<file path="src/rtl/tone_pkg.sv">
// Shared definitions for the tone generator and the note sequencer:
// note codes, sequencer state encoding and the note frequency table.
package tone_pkg;

  localparam logic [2:0] NOTE_A    = 3'd0;
  localparam logic [2:0] NOTE_B    = 3'd1;
  localparam logic [2:0] NOTE_C    = 3'd2;
  localparam logic [2:0] NOTE_D    = 3'd3;
  localparam logic [2:0] NOTE_E    = 3'd4;
  localparam logic [2:0] NOTE_F    = 3'd5;
  localparam logic [2:0] NOTE_G    = 3'd6;
  localparam logic [2:0] NOTE_REST = 3'd7;

  typedef enum logic [1:0] {
    ST_IDLE = 2'd0,
    ST_LOAD = 2'd1,
    ST_PLAY = 2'd2
  } seq_state_e;

  // Fourth-octave pitches in Hz; a rest has no frequency.
  function automatic int unsigned note_freq_hz(input logic [2:0] note);
    case (note)
      NOTE_A:  note_freq_hz = 440;
      NOTE_B:  note_freq_hz = 494;
      NOTE_C:  note_freq_hz = 262;
      NOTE_D:  note_freq_hz = 294;
      NOTE_E:  note_freq_hz = 330;
      NOTE_F:  note_freq_hz = 349;
      NOTE_G:  note_freq_hz = 392;
      default: note_freq_hz = 0;
    endcase
  endfunction

endpackage

</file>
<file path="src/rtl/note_fifo.sv">
// Synchronous FIFO for queued note commands. A pop frees its slot in the
// same cycle, so push and pop together are both honoured even when full.
module note_fifo #(
  parameter int WIDTH = 7,
  parameter int DEPTH = 4,
  localparam int PTR_W = (DEPTH > 1) ? $clog2(DEPTH) : 1,
  localparam int CNT_W = $clog2(DEPTH + 1)
) (
  input  logic             clk,
  input  logic             reset,
  input  logic             flush,
  input  logic             push,
  input  logic [WIDTH-1:0] din,
  input  logic             pop,
  output logic [WIDTH-1:0] dout,
  output logic             full,
  output logic             empty,
  output logic [CNT_W-1:0] count
);

  logic [WIDTH-1:0] mem_q [DEPTH];
  logic [PTR_W-1:0] wr_ptr_q, wr_ptr_d;
  logic [PTR_W-1:0] rd_ptr_q, rd_ptr_d;
  logic [CNT_W-1:0] count_q, count_d;
  logic             do_push;
  logic             do_pop;

  assign full  = (count_q == CNT_W'(DEPTH));
  assign empty = (count_q == '0);
  assign count = count_q;
  assign dout  = mem_q[rd_ptr_q];

  assign do_pop  = pop && !empty && !flush;
  assign do_push = push && (!full || do_pop) && !flush;

  always_comb begin
    wr_ptr_d = wr_ptr_q;
    rd_ptr_d = rd_ptr_q;
    count_d  = count_q;
    if (flush) begin
      wr_ptr_d = '0;
      rd_ptr_d = '0;
      count_d  = '0;
    end else begin
      if (do_push) begin
        wr_ptr_d = (wr_ptr_q == PTR_W'(DEPTH - 1)) ? '0 : wr_ptr_q + PTR_W'(1);
      end
      if (do_pop) begin
        rd_ptr_d = (rd_ptr_q == PTR_W'(DEPTH - 1)) ? '0 : rd_ptr_q + PTR_W'(1);
      end
      count_d = count_q + CNT_W'(do_push) - CNT_W'(do_pop);
    end
  end

  always_ff @(posedge clk or posedge reset) begin
    if (reset) begin
      wr_ptr_q <= '0;
      rd_ptr_q <= '0;
      count_q  <= '0;
    end else begin
      wr_ptr_q <= wr_ptr_d;
      rd_ptr_q <= rd_ptr_d;
      count_q  <= count_d;
    end
  end

  // Storage carries no reset; the count alone defines which slots are valid.
  always_ff @(posedge clk) begin
    if (do_push) begin
      mem_q[wr_ptr_q] <= din;
    end
  end

endmodule

</file>
<file path="src/rtl/note_sequencer.sv">
// Plays queued {note, duration} commands: drives the tone generator's note
// select and gate, timing each note in beat ticks from an internal prescaler.
// Command handshake: a command transfers on a clock edge where cmd_valid and
// cmd_ready are both high; cmd_ready depends only on queue-full and stop.
module note_sequencer
  import tone_pkg::*;
#(
  parameter int CLK_HZ     = 25000000,
  parameter int BEAT_HZ    = 8,
  parameter int FIFO_DEPTH = 4,
  parameter int DUR_W      = 4
) (
  input  logic             clk,
  input  logic             reset,
  input  logic             cmd_valid,
  output logic             cmd_ready,
  input  logic [2:0]       cmd_note,
  input  logic [DUR_W-1:0] cmd_dur,
  input  logic             stop,
  output logic [2:0]       note_sel,
  output logic             note_on,
  output logic             busy,
  output logic             done,
  output logic [1:0]       dbg_state
);

  localparam int TICK_DIV = CLK_HZ / BEAT_HZ;
  localparam int TICK_W   = $clog2(TICK_DIV);
  localparam int ENTRY_W  = 3 + DUR_W;
  localparam int CNT_W    = $clog2(FIFO_DEPTH + 1);

  seq_state_e        state_q, state_d;
  logic [2:0]        note_q, note_d;
  logic [DUR_W-1:0]  remaining_q, remaining_d;
  logic [TICK_W-1:0] tick_q, tick_d;
  logic [2:0]        note_sel_q, note_sel_d;
  logic              note_on_q, note_on_d;
  logic              busy_q, busy_d;
  logic              done_q, done_d;

  logic [ENTRY_W-1:0] fifo_dout;
  logic               fifo_full;
  logic               fifo_empty;
  logic [CNT_W-1:0]   fifo_count;
  logic [CNT_W-1:0]   fifo_count_nxt;
  logic               fifo_push;
  logic               fifo_pop;
  logic [2:0]         head_note;
  logic [DUR_W-1:0]   head_dur;

  assign cmd_ready = !fifo_full && !stop;
  assign fifo_push = cmd_valid && cmd_ready;
  assign fifo_pop  = (state_q == ST_LOAD) && !stop && !fifo_empty;
  assign head_note = fifo_dout[ENTRY_W-1 -: 3];
  assign head_dur  = fifo_dout[DUR_W-1:0];

  note_fifo #(
    .WIDTH (ENTRY_W),
    .DEPTH (FIFO_DEPTH)
  ) u_fifo (
    .clk   (clk),
    .reset (reset),
    .flush (stop),
    .push  (fifo_push),
    .din   ({cmd_note, cmd_dur}),
    .pop   (fifo_pop),
    .dout  (fifo_dout),
    .full  (fifo_full),
    .empty (fifo_empty),
    .count (fifo_count)
  );

  // Queue occupancy after this edge, so busy can be registered without lag.
  assign fifo_count_nxt = stop ? '0
                        : fifo_count + CNT_W'(fifo_push) - CNT_W'(fifo_pop);

  always_comb begin
    state_d     = state_q;
    note_d      = note_q;
    remaining_d = remaining_q;
    tick_d      = tick_q;
    note_sel_d  = note_sel_q;
    done_d      = 1'b0;

    if (stop) begin
      state_d     = ST_IDLE;
      tick_d      = '0;
      remaining_d = '0;
    end else begin
      case (state_q)
        ST_IDLE: begin
          tick_d = '0;
          if (!fifo_empty) begin
            state_d = ST_LOAD;
          end
        end
        ST_LOAD: begin
          note_d = head_note;
          tick_d = '0;
          if (head_dur == '0) begin
            // Zero-length entries are skipped without sounding.
            remaining_d = '0;
            if (fifo_count > CNT_W'(1)) begin
              state_d = ST_LOAD;
            end else begin
              state_d = ST_IDLE;
              done_d  = 1'b1;
            end
          end else begin
            remaining_d = head_dur;
            state_d     = ST_PLAY;
            if (head_note != NOTE_REST) begin
              note_sel_d = head_note;
            end
          end
        end
        ST_PLAY: begin
          if (tick_q == TICK_W'(TICK_DIV - 1)) begin
            tick_d = '0;
            if (remaining_q == DUR_W'(1)) begin
              remaining_d = '0;
              if (!fifo_empty) begin
                state_d = ST_LOAD;
              end else begin
                state_d = ST_IDLE;
                done_d  = 1'b1;
              end
            end else begin
              remaining_d = remaining_q - DUR_W'(1);
            end
          end else begin
            tick_d = tick_q + TICK_W'(1);
          end
        end
        default: begin
          state_d = ST_IDLE;
        end
      endcase
    end

    note_on_d = (state_d == ST_PLAY) && (note_d != NOTE_REST);
    busy_d    = (state_d != ST_IDLE) || (fifo_count_nxt != '0);
  end

  always_ff @(posedge clk or posedge reset) begin
    if (reset) begin
      state_q     <= ST_IDLE;
      note_q      <= '0;
      remaining_q <= '0;
      tick_q      <= '0;
      note_sel_q  <= '0;
      note_on_q   <= 1'b0;
      busy_q      <= 1'b0;
      done_q      <= 1'b0;
    end else begin
      state_q     <= state_d;
      note_q      <= note_d;
      remaining_q <= remaining_d;
      tick_q      <= tick_d;
      note_sel_q  <= note_sel_d;
      note_on_q   <= note_on_d;
      busy_q      <= busy_d;
      done_q      <= done_d;
    end
  end

  assign note_sel  = note_sel_q;
  assign note_on   = note_on_q;
  assign busy      = busy_q;
  assign done      = done_q;
  assign dbg_state = state_q;

endmodule
</file>
<file path="config.mk">
export PLATFORM = sky130hd
export DESIGN_NAME = note_sequencer
export DESIGN_NICKNAME = d
export VERILOG_FILES = /design/src/rtl/tone_pkg.sv /design/src/rtl/note_fifo.sv /design/src/rtl/note_sequencer.sv
export SDC_FILE = /design/constraint.sdc
export NUM_CORES = 1
export LEC_CHECK = 0
export CORE_ASPECT_RATIO = 1.75
export CORE_MARGIN = 2
export CORE_UTILIZATION = 61
export CTS_CLUSTER_SIZE = 24
export DETAILED_ROUTE_END_ITERATION = 6
export GPL_TIMING_DRIVEN = 0
export HOLD_SLACK_MARGIN = 0.1
export PLACE_DENSITY = 0.81
export SYNTH_ARGS = -nofsm -noshare
export SYNTH_HDL_FRONTEND = slang
export SYNTH_SLANG_ARGS = --single-unit
</file>
<file path="constraint.sdc">
create_clock -name clk -period 7.55 [get_ports clk]
set_input_delay 1.8875 -clock clk [delete_from_list [all_inputs] [get_ports clk]]
set_output_delay 1.8875 -clock clk [all_outputs]
set_load 0.03 [all_outputs]
</file>
* Word-level counts from Yosys, hierarchy flattened
Memory sizes are Yosys's and may differ from the RTL's. Index checks and enable logic that the tools add are counted.
Word-level totals: bits in registers 44, bits in latches 0, RAM bits 28, bits in read-only memories 0, input bits 11, memories kept 1
Operators by class: $add $sub $neg 8, multiply operators 0, div/mod/pow operators 0, $lt $le $gt $ge 1, eq/ne operators 11, shift operators 0, mux-type cells 35, bitwise gates (word level) 2, reduce and logical (&&, ||, !) cells 26
Memory list:
- u_fifo.mem_q | words 4, bits a word 7, read ports 1, clocked after memory_dff 0, wr ports 1, RTL line note_fifo.sv:21 | logic [WIDTH-1:0] mem_q [DEPTH];
Operators with widths (number):
- 22-bit 2-to-1 mux | 2
- 22-bit one-hot mux with 2 select lines | 1
- 22-bit by 1-bit adder with 22-bit output, second input constant | 1
- 22-bit == test, second input constant | 1
- 2-bit 2-to-1 mux | 11
- 4-bit 2-to-1 mux | 4
- 3-bit 2-to-1 mux | 4
- 1-bit 2-to-1 mux | 10
- 1-bit logical AND | 9
- 3-bit != test, second input constant | 3
- 3-bit nonzero test | 3
- 2-bit == test, second input constant | 4
- 4-bit one-hot mux with 2 select lines | 1
- 3-bit by 1-bit adder with 3-bit output | 2
- 2-bit one-hot mux with 3 select lines | 1
- 2-bit nonzero test | 3
- 3-bit by 1-bit subtractor with 3-bit output | 2
- 2-bit by 1-bit adder with 2-bit output, second input constant | 2
- 4-bit by 1-bit == test with 1-bit output, second input constant | 1
- 4-bit zero test | 1
- 4-bit AND reduction | 1
- 4-bit by 1-bit subtractor with 4-bit output, second input constant | 1
- 3-bit == test, second input constant | 1
- 3-bit by 1-bit greater-than comparator with 1-bit output, second input constant | 1
- other kinds (9) | 13

* Longest topological paths before layout
Gate-level depths: netlist of run 1.
depth in word-level cells 11, gate-level depth with buffers 13, gate-level depth less buffers 13

* Cells and area by module
A second synthesis of run 1 with hierarchy kept.
Unflattened totals: cells, all modules 332, area, all modules 3774.9 µm²
By module, submodules not included:
- note_sequencer | times used 1, cells each 247, area an instance 2260.9 µm²
- note_fifo | times used 1, cells each 85, area an instance 1514.0 µm²

* Worst setup path before layout of run 1
No wires, ideal clock.
path type input to output, from input stop, to output cmd_ready, arrival time 2.732 ns, slack 2.930 ns, stages 2, buffers on the path 1, path through clkbuf_1 -> a31oi_1
On the way: word-level cells in the longest chain between the ends 2
Ends and longest elaborated chain:
- start: declaration | RTL line note_sequencer.sv:19 | input logic stop,
- 1-bit zero test | RTL line note_sequencer.sv:51 | assign cmd_ready = !fifo_full && !stop;
- 1-bit logical AND | RTL line note_sequencer.sv:51
- end: declaration | RTL line note_sequencer.sv:16 | output logic cmd_ready,
Every way passes these cells.

* Worst setup path after layout of run 1
Same ends and word-level chain as after synthesis.

==> results of run 1 <==
## layout make-up
class	count	area [um^2]	share of cell area, %
Tap cell	80	100	2.33
Clock buffer	10	138	3.20
Multi-Input combinational cell	225	1700	39.5
Clock inverter	6	68.8	1.60
Buffer	11	56.3	1.31
Timing Repair Buffer	19	208	4.83
Inverter	24	90.1	2.09
Sequential cell	72	1940	45.1
## cells in the mapped netlist (all sizes together), types with 3 or more instances
master  number
a21o         8
a21oi        8
a22o         8
a31oi        4
and2         5
and3         6
and4         5
buf          3
clkbuf       8
dfrtp       44
edfxtp      28
ha          18
inv         24
mux2         5
mux2i        4
mux4         7
nand2       26
nand2b       3
nand3        9
nand3b       4
nand4        7
nor2        21
nor2b        6
nor3        10
nor4         5
o21ai       19
o31ai        4
or3          3
or4          3
xnor2        4
## worst reg2reg max path: cells and delay by family, from the launching register on
family	cells	cell delay, ns
buf+inv	4	0.34
compound gates	1	0.20
flops	1	0.45
simple gates	3	0.78
xor+xnor	1	0.17
fa+ha+maj	4	0.94
## state kept, by name (all words and copies together) (netlist names)
signal	count
busy	1
dbg_state	2
done	1
note_on	1
note_q	3
note_sel	3
remaining_q	4
tick_q	22
u_fifo.count	3
u_fifo.mem_q	28
u_fifo.rd_ptr_q	2
u_fifo.wr_ptr_q	2
## path summary, 6_finish.rpt
path	endpoint	cells after the start	startpoint
max	cmd_ready	3	stop
min	note_q[2]	1	note_q[2]
max reg2reg	busy	13	dbg_state[1]
min in group asynchronous	note_q[2]	2	reset
min reg2reg	note_q[2]	1	note_q[2]
max in group asynchronous	tick_q[17]	3	reset
## placed cells by master, fill, tap and decap left out, drive strengths merged, types with 3 or more instances in the layout
| master | instances |
|---|---|
| nor2b | 6 |
| nand4 | 7 |
| clkinv | 4 |
| and4 | 5 |
| a21o | 8 |
| nand3 | 9 |
| nand3b | 4 |
| nor3 | 10 |
| inv | 24 |
| mux2 | 5 |
| nor4 | 5 |
| edfxtp | 28 |
| clkdlybuf4s50 | 18 |
| ha | 18 |
| nor2 | 21 |
| mux2i | 4 |
| o31ai | 4 |
| and3 | 6 |
| o21ai | 19 |
| nand2b | 3 |
| a21oi | 8 |
| nand2 | 26 |
| or3 | 3 |
| or4 | 3 |
| mux4 | 7 |
| a22o | 8 |
| buf | 4 |
| dfrtp | 44 |
| and2 | 5 |
| a31oi | 4 |
| clkbuf | 18 |
| xnor2 | 4 |
## kinds of logic after synthesis
group	Yosys count
simple gates	119
buf+inv	35
flops	72
compound gates	64
xor+xnor	6
fa+ha+maj	20
mux	16
## power by group
group	total, mW	internal, mW	leakage (nW)	switching, mW
logic	0.357	0.155	0.826	0.202
registers	0.490	0.455	0.846	0.0348
clock network	0.312	0.162	0.102	0.150
total	1.16	0.772	1.77	0.386
## routing by layer
metal,up-vias,GRT usage (%),share of wire [%]
li1,1286,-,-
met1,1320,25.5,35
met2,64,46.6,57
met3,25,6.24,4.1
met4,0,16.0,3.9
met5,-,0,0
## through the flow
step	util (%)	std cells	power (mW)	hold slack, ns
finish	70.7	447	1.16	0.505
global placement	66.9	430	0.836	0.478
detailed placement	67.3	431	0.852	0.489
global route	70.7	447	1.22	0.530
floorplan	-	332	0.742	0.466
CTS	70.7	447	1.16	0.509
==> out/metrics.csv, run 1 <==
metric,value,unit
num_rows,38,
antennaDiodeCount,0,
wire_per_inst,17.5,um
status,completed,
critPathMaxFanout,9,
nets,393,
worstPathCellList,"clkbuf_1, a31oi_1, clkdlybuf4s50_1",
initial_core_util,62.3,%
fillers,463,
routed_via_density,6.03,
vias,2695,
pre_cts_ws,2.29,ns
drv_cap,0,
cts_buffers,9,
drt_pass1_iterations,4,
drive_gt1_share,13.6,%
cts_resized,0,
final_cell_area,4300,um^2
syn-instance-count,332,
synth_edf_count,28,
cts-root-buf,clkbuf_8,
synth_area,3790,um^2
fin_tns_setup,0,ns
ir_drop,239,uV
path_clk_slew,0.08,ns
tightest_slew,0.985,ns
drt-initial-drc-count,181,
maxSlewViolCount,0,
finalCritPeriodShare,69.4,%
yosys-top-cells-area,"dfrtp_1, edfxtp_1, ha_1, mux4_2, nand2_1",
io_pins,20,
clk_latency,0.36,ns
place_area,4100,um^2
syn-num-nets,363,
cp.arrival,3.36,ns
yosys.area_share.adder,7.00,%
seq_area_frac_synth,51.3,%
min_period,5.24,ns
synth.distinct_cells,62,
endpoint_kind,primary output,
synth_largest_area_cell,dfrtp_1,
grt_pass1_wl,13100,um
path_class,in2out,
critPathMaxStageDelay,0.77,ns
crit_buf_inv,2,
synth.mux.area_fraction,6.90,%
synthArstFlopShare,61.1,%
ys_warn_count,0,
overflow,0,
area_growth,13.6,%
grt_max_degree,24,
hold_class,reg2reg,
place_congestion,0.907,
die_h,108,um
cts_sinks,72,
grt_use_total,25.5,%
synth_compound_area_share,12.1,%
hold_viol,0,
slew_headroom,33.8,%
grt_pass1_vias,2814,
cts_hold_buf,0,
synth_top_family_by_area,simple AND/OR/NAND/NOR gates,
cellLeakagePower,1.77,nW
ant_nets,0,
required,5.66,ns
critPathSlowestCell,clkdlybuf4s50_1,
finClkSkew,0.0103,ns
path_delay_family,buffers and inverters,
dp_hpwl,5730,um
dieArea,6880,um^2
yosys_register_bits,72,
finalWorstSetupSlack,2.31,ns
setup_viol,0,
drcViolationCount,0,
synth.avg_cell_area,11.4,um^2
cts_buffer_depth,2,
synth_flop_cell,dfrtp_1,
yosysTopAreaCellShare,29.1,%
routed_wirelength,7820,um
cp-start-kind,input pin,
rsz0062_at_grt,no,
core-area,6090,um^2
rrSetupSlack,4.52,ns
htreeDepth,3,
antenna_found_initial,0,
die-width,63.6,um
cts_tree,yes,
cts_setup_buffers,0,
powerDensity,269,nW/um^2
portBuffers,18,
clock.fmax,191,MHz
synthSimpleGateAreaFrac,17.5,%
synth-xor-area-share,1.39,%
No activity file was read; power rests on OpenSTA's default activity.
==> inputs of run 2 (changes only) <==
Settings changed: CORE_UTILIZATION 61 to 60, PLACE_DENSITY 0.81 to 0.8.
Clock period 7.55 ns to 5.3 ns, I/O delays scaled along.
==> out/metrics.csv, run 2 (synthesized netlist as in run 1, its figures left out) <==
metric,value,unit
cp.arrival,2.82,ns
portBuffers,18,
tightest_slew,0.989,ns
ir_drop,310,uV
drive_gt1_share,13.6,%
path_class,in2out,
routed_wirelength,8300,um
power,1.76,mW
grt_max_degree,42,
dieArea,6990,um^2
switchingPower,0.572,mW
cellLeakagePower,1.79,nW
drt-initial-drc-count,221,
fin_tns_setup,0,ns
path_delay_family,buffers and inverters,
whs,0.512,ns
crit_start,stop,
ant_nets,0,
drv_cap,0,
cts-root-buf,clkbuf_8,
finalCritPeriodShare,78.1,%
critPathMaxFanout,9,
routed_via_density,6.11,
io_pins,20,
hp-start,remaining_q[1],
cts_buffer_depth,2,
antennaDiodeCount,0,
rsz0062_at_grt,no,
critPathMaxStageDelay,0.77,ns
setup_viol,0,
nets,393,
place_area,4090,um^2
top_layer,met4,
final_cell_area,4340,um^2
grt_pass1_wl,14200,um
status,completed,
cts_resized,0,
finClkSkew,0.00883,ns
die-width,64.1,um
regToRegStartpoint,dbg_state[1],
cts_tree,yes,
antenna_found_initial,0,
place_congestion,0.881,
hold_class,reg2reg,
utilization,70.7,%
min_period,4.14,ns
htreeDepth,3,
path_clk_slew,0.08,ns
num_rows,38,
wire_per_inst,18.6,um
crit_buf_inv,2,
clkPwrFrac,30.9,%
clk_latency,0.35,ns
clock.fmax,241,MHz
powerDensity,406,nW/um^2
critPathSlowestCell,clkdlybuf4s50_1,
overflow,0,
p_sw_share,32.5,%
cts_hold_buf,0,
area_growth,14.5,%
endpoint_kind,primary output,
cts_sinks,72,
maxSlewViolCount,0,
reg_top3,"u_fifo.mem_q (28), tick_q (22), remaining_q (4)",
core-area,6130,um^2
die_h,109,um
cts_buffers,9,
power_frac_seq,39.8,%
fillers,431,
finalNonFillerCells,447,
cp-start-kind,input pin,
post-place-cells,431,
initial_core_util,61.8,%
required,3.97,ns
dr_wl_met3,299,um
worstPathCellList,"clkbuf_1, a31oi_1, clkdlybuf4s50_1",
dr_wl_met2,4820,um
slew_headroom,33.5,%
final_common_cell,dfrtp_1,
dp_hpwl,5900,um
largest_reg_flops,28,
grt_pass1_vias,2931,
cts_setup_buffers,0,
drcViolationCount,0,
grt_use_total,27.3,%
drt-met1-wl,2800,um
pre_cts_ws,1.16,ns
vias,2730,
p_int,1.19,mW
seqCellArea,1940,um^2
pwr-share-comb,29.3,%
top_register,u_fifo.mem_q,
hold_viol,0,
multi_input_area,1700,um^2
mostFrequentLayoutCells,"dfrtp_1, edfxtp_1, nand2_1",
drt_pass1_iterations,4,
finalWorstSetupSlack,1.16,ns
-- run 2: path summary, 6_finish.rpt --
check,to,slack (ns),cells past startpoint
max,cmd_ready,1.16,3
min,remaining_q[1],0.51,2
max reg2reg,busy,2.16,13
min reg2reg,remaining_q[1],0.51,2
max in group asynchronous,dbg_state[0],3.71,3
min in group asynchronous,note_sel[1],1.16,2
-- run 2: power by group through the flow --
stage	Combinational, mW	Clock [mW]	Sequential, mW
final	0.516	0.543	0.701
after detailed placement	0.506	0	0.711
after floorplan	0.314	0	0.742
after CTS	0.517	0.553	0.701
after global placement	0.485	0	0.705
after global routing	0.576	0.572	0.710
-- run 2: final cells by class --
class                      instances  share of cell area, %
buffer                            11                   1.30
sequential                        72                   44.8
inverter                          24                   2.08
clock inverter                     7                   2.91
clock buffer                       9                   2.85
tap                               80                   2.31
timing repair buffer              19                   4.61
multi-input combinational        225                   39.2
-- run 2: layer usage --
layer  global-route usage (%)  up-vias
met1                     27.1     1342
met4                     16.5        0
li1                         -     1287
met2                     50.9       73
met5                        0        -
met3                     5.68       28
-- run 2: worst register-to-register path, cell delays in order, from the launching register on --
cell and delay, ns:
dfrtp_1 0.46, inv_1 0.13, ha_1 0.22, nor2b_1 0.45
nand2_1 0.26, inv_1 0.10, ha_1 0.22, inv_1 0.07
ha_1 0.15, inv_1 0.05, fa_1 0.38, xnor2_1 0.14
a31o_2 0.21, nand4_1 0.13
==> inputs of run 3 (changes only) <==
Clock period 5.3 ns to 4.1 ns, I/O delays scaled along.
==> results of run 3 <==
Same layout as run 2 (identical final DEF). Status: completed.
Main changes from that run: setup slack after placement 1.16 ns -> 0.556 ns; setup slack after layout 1.16 ns -> 0.558 ns; register-to-register setup slack 2.16 ns -> 0.96 ns; total power 1.76 mW -> 2.28 mW; worst IR drop on VDD 310 uV -> 400 uV
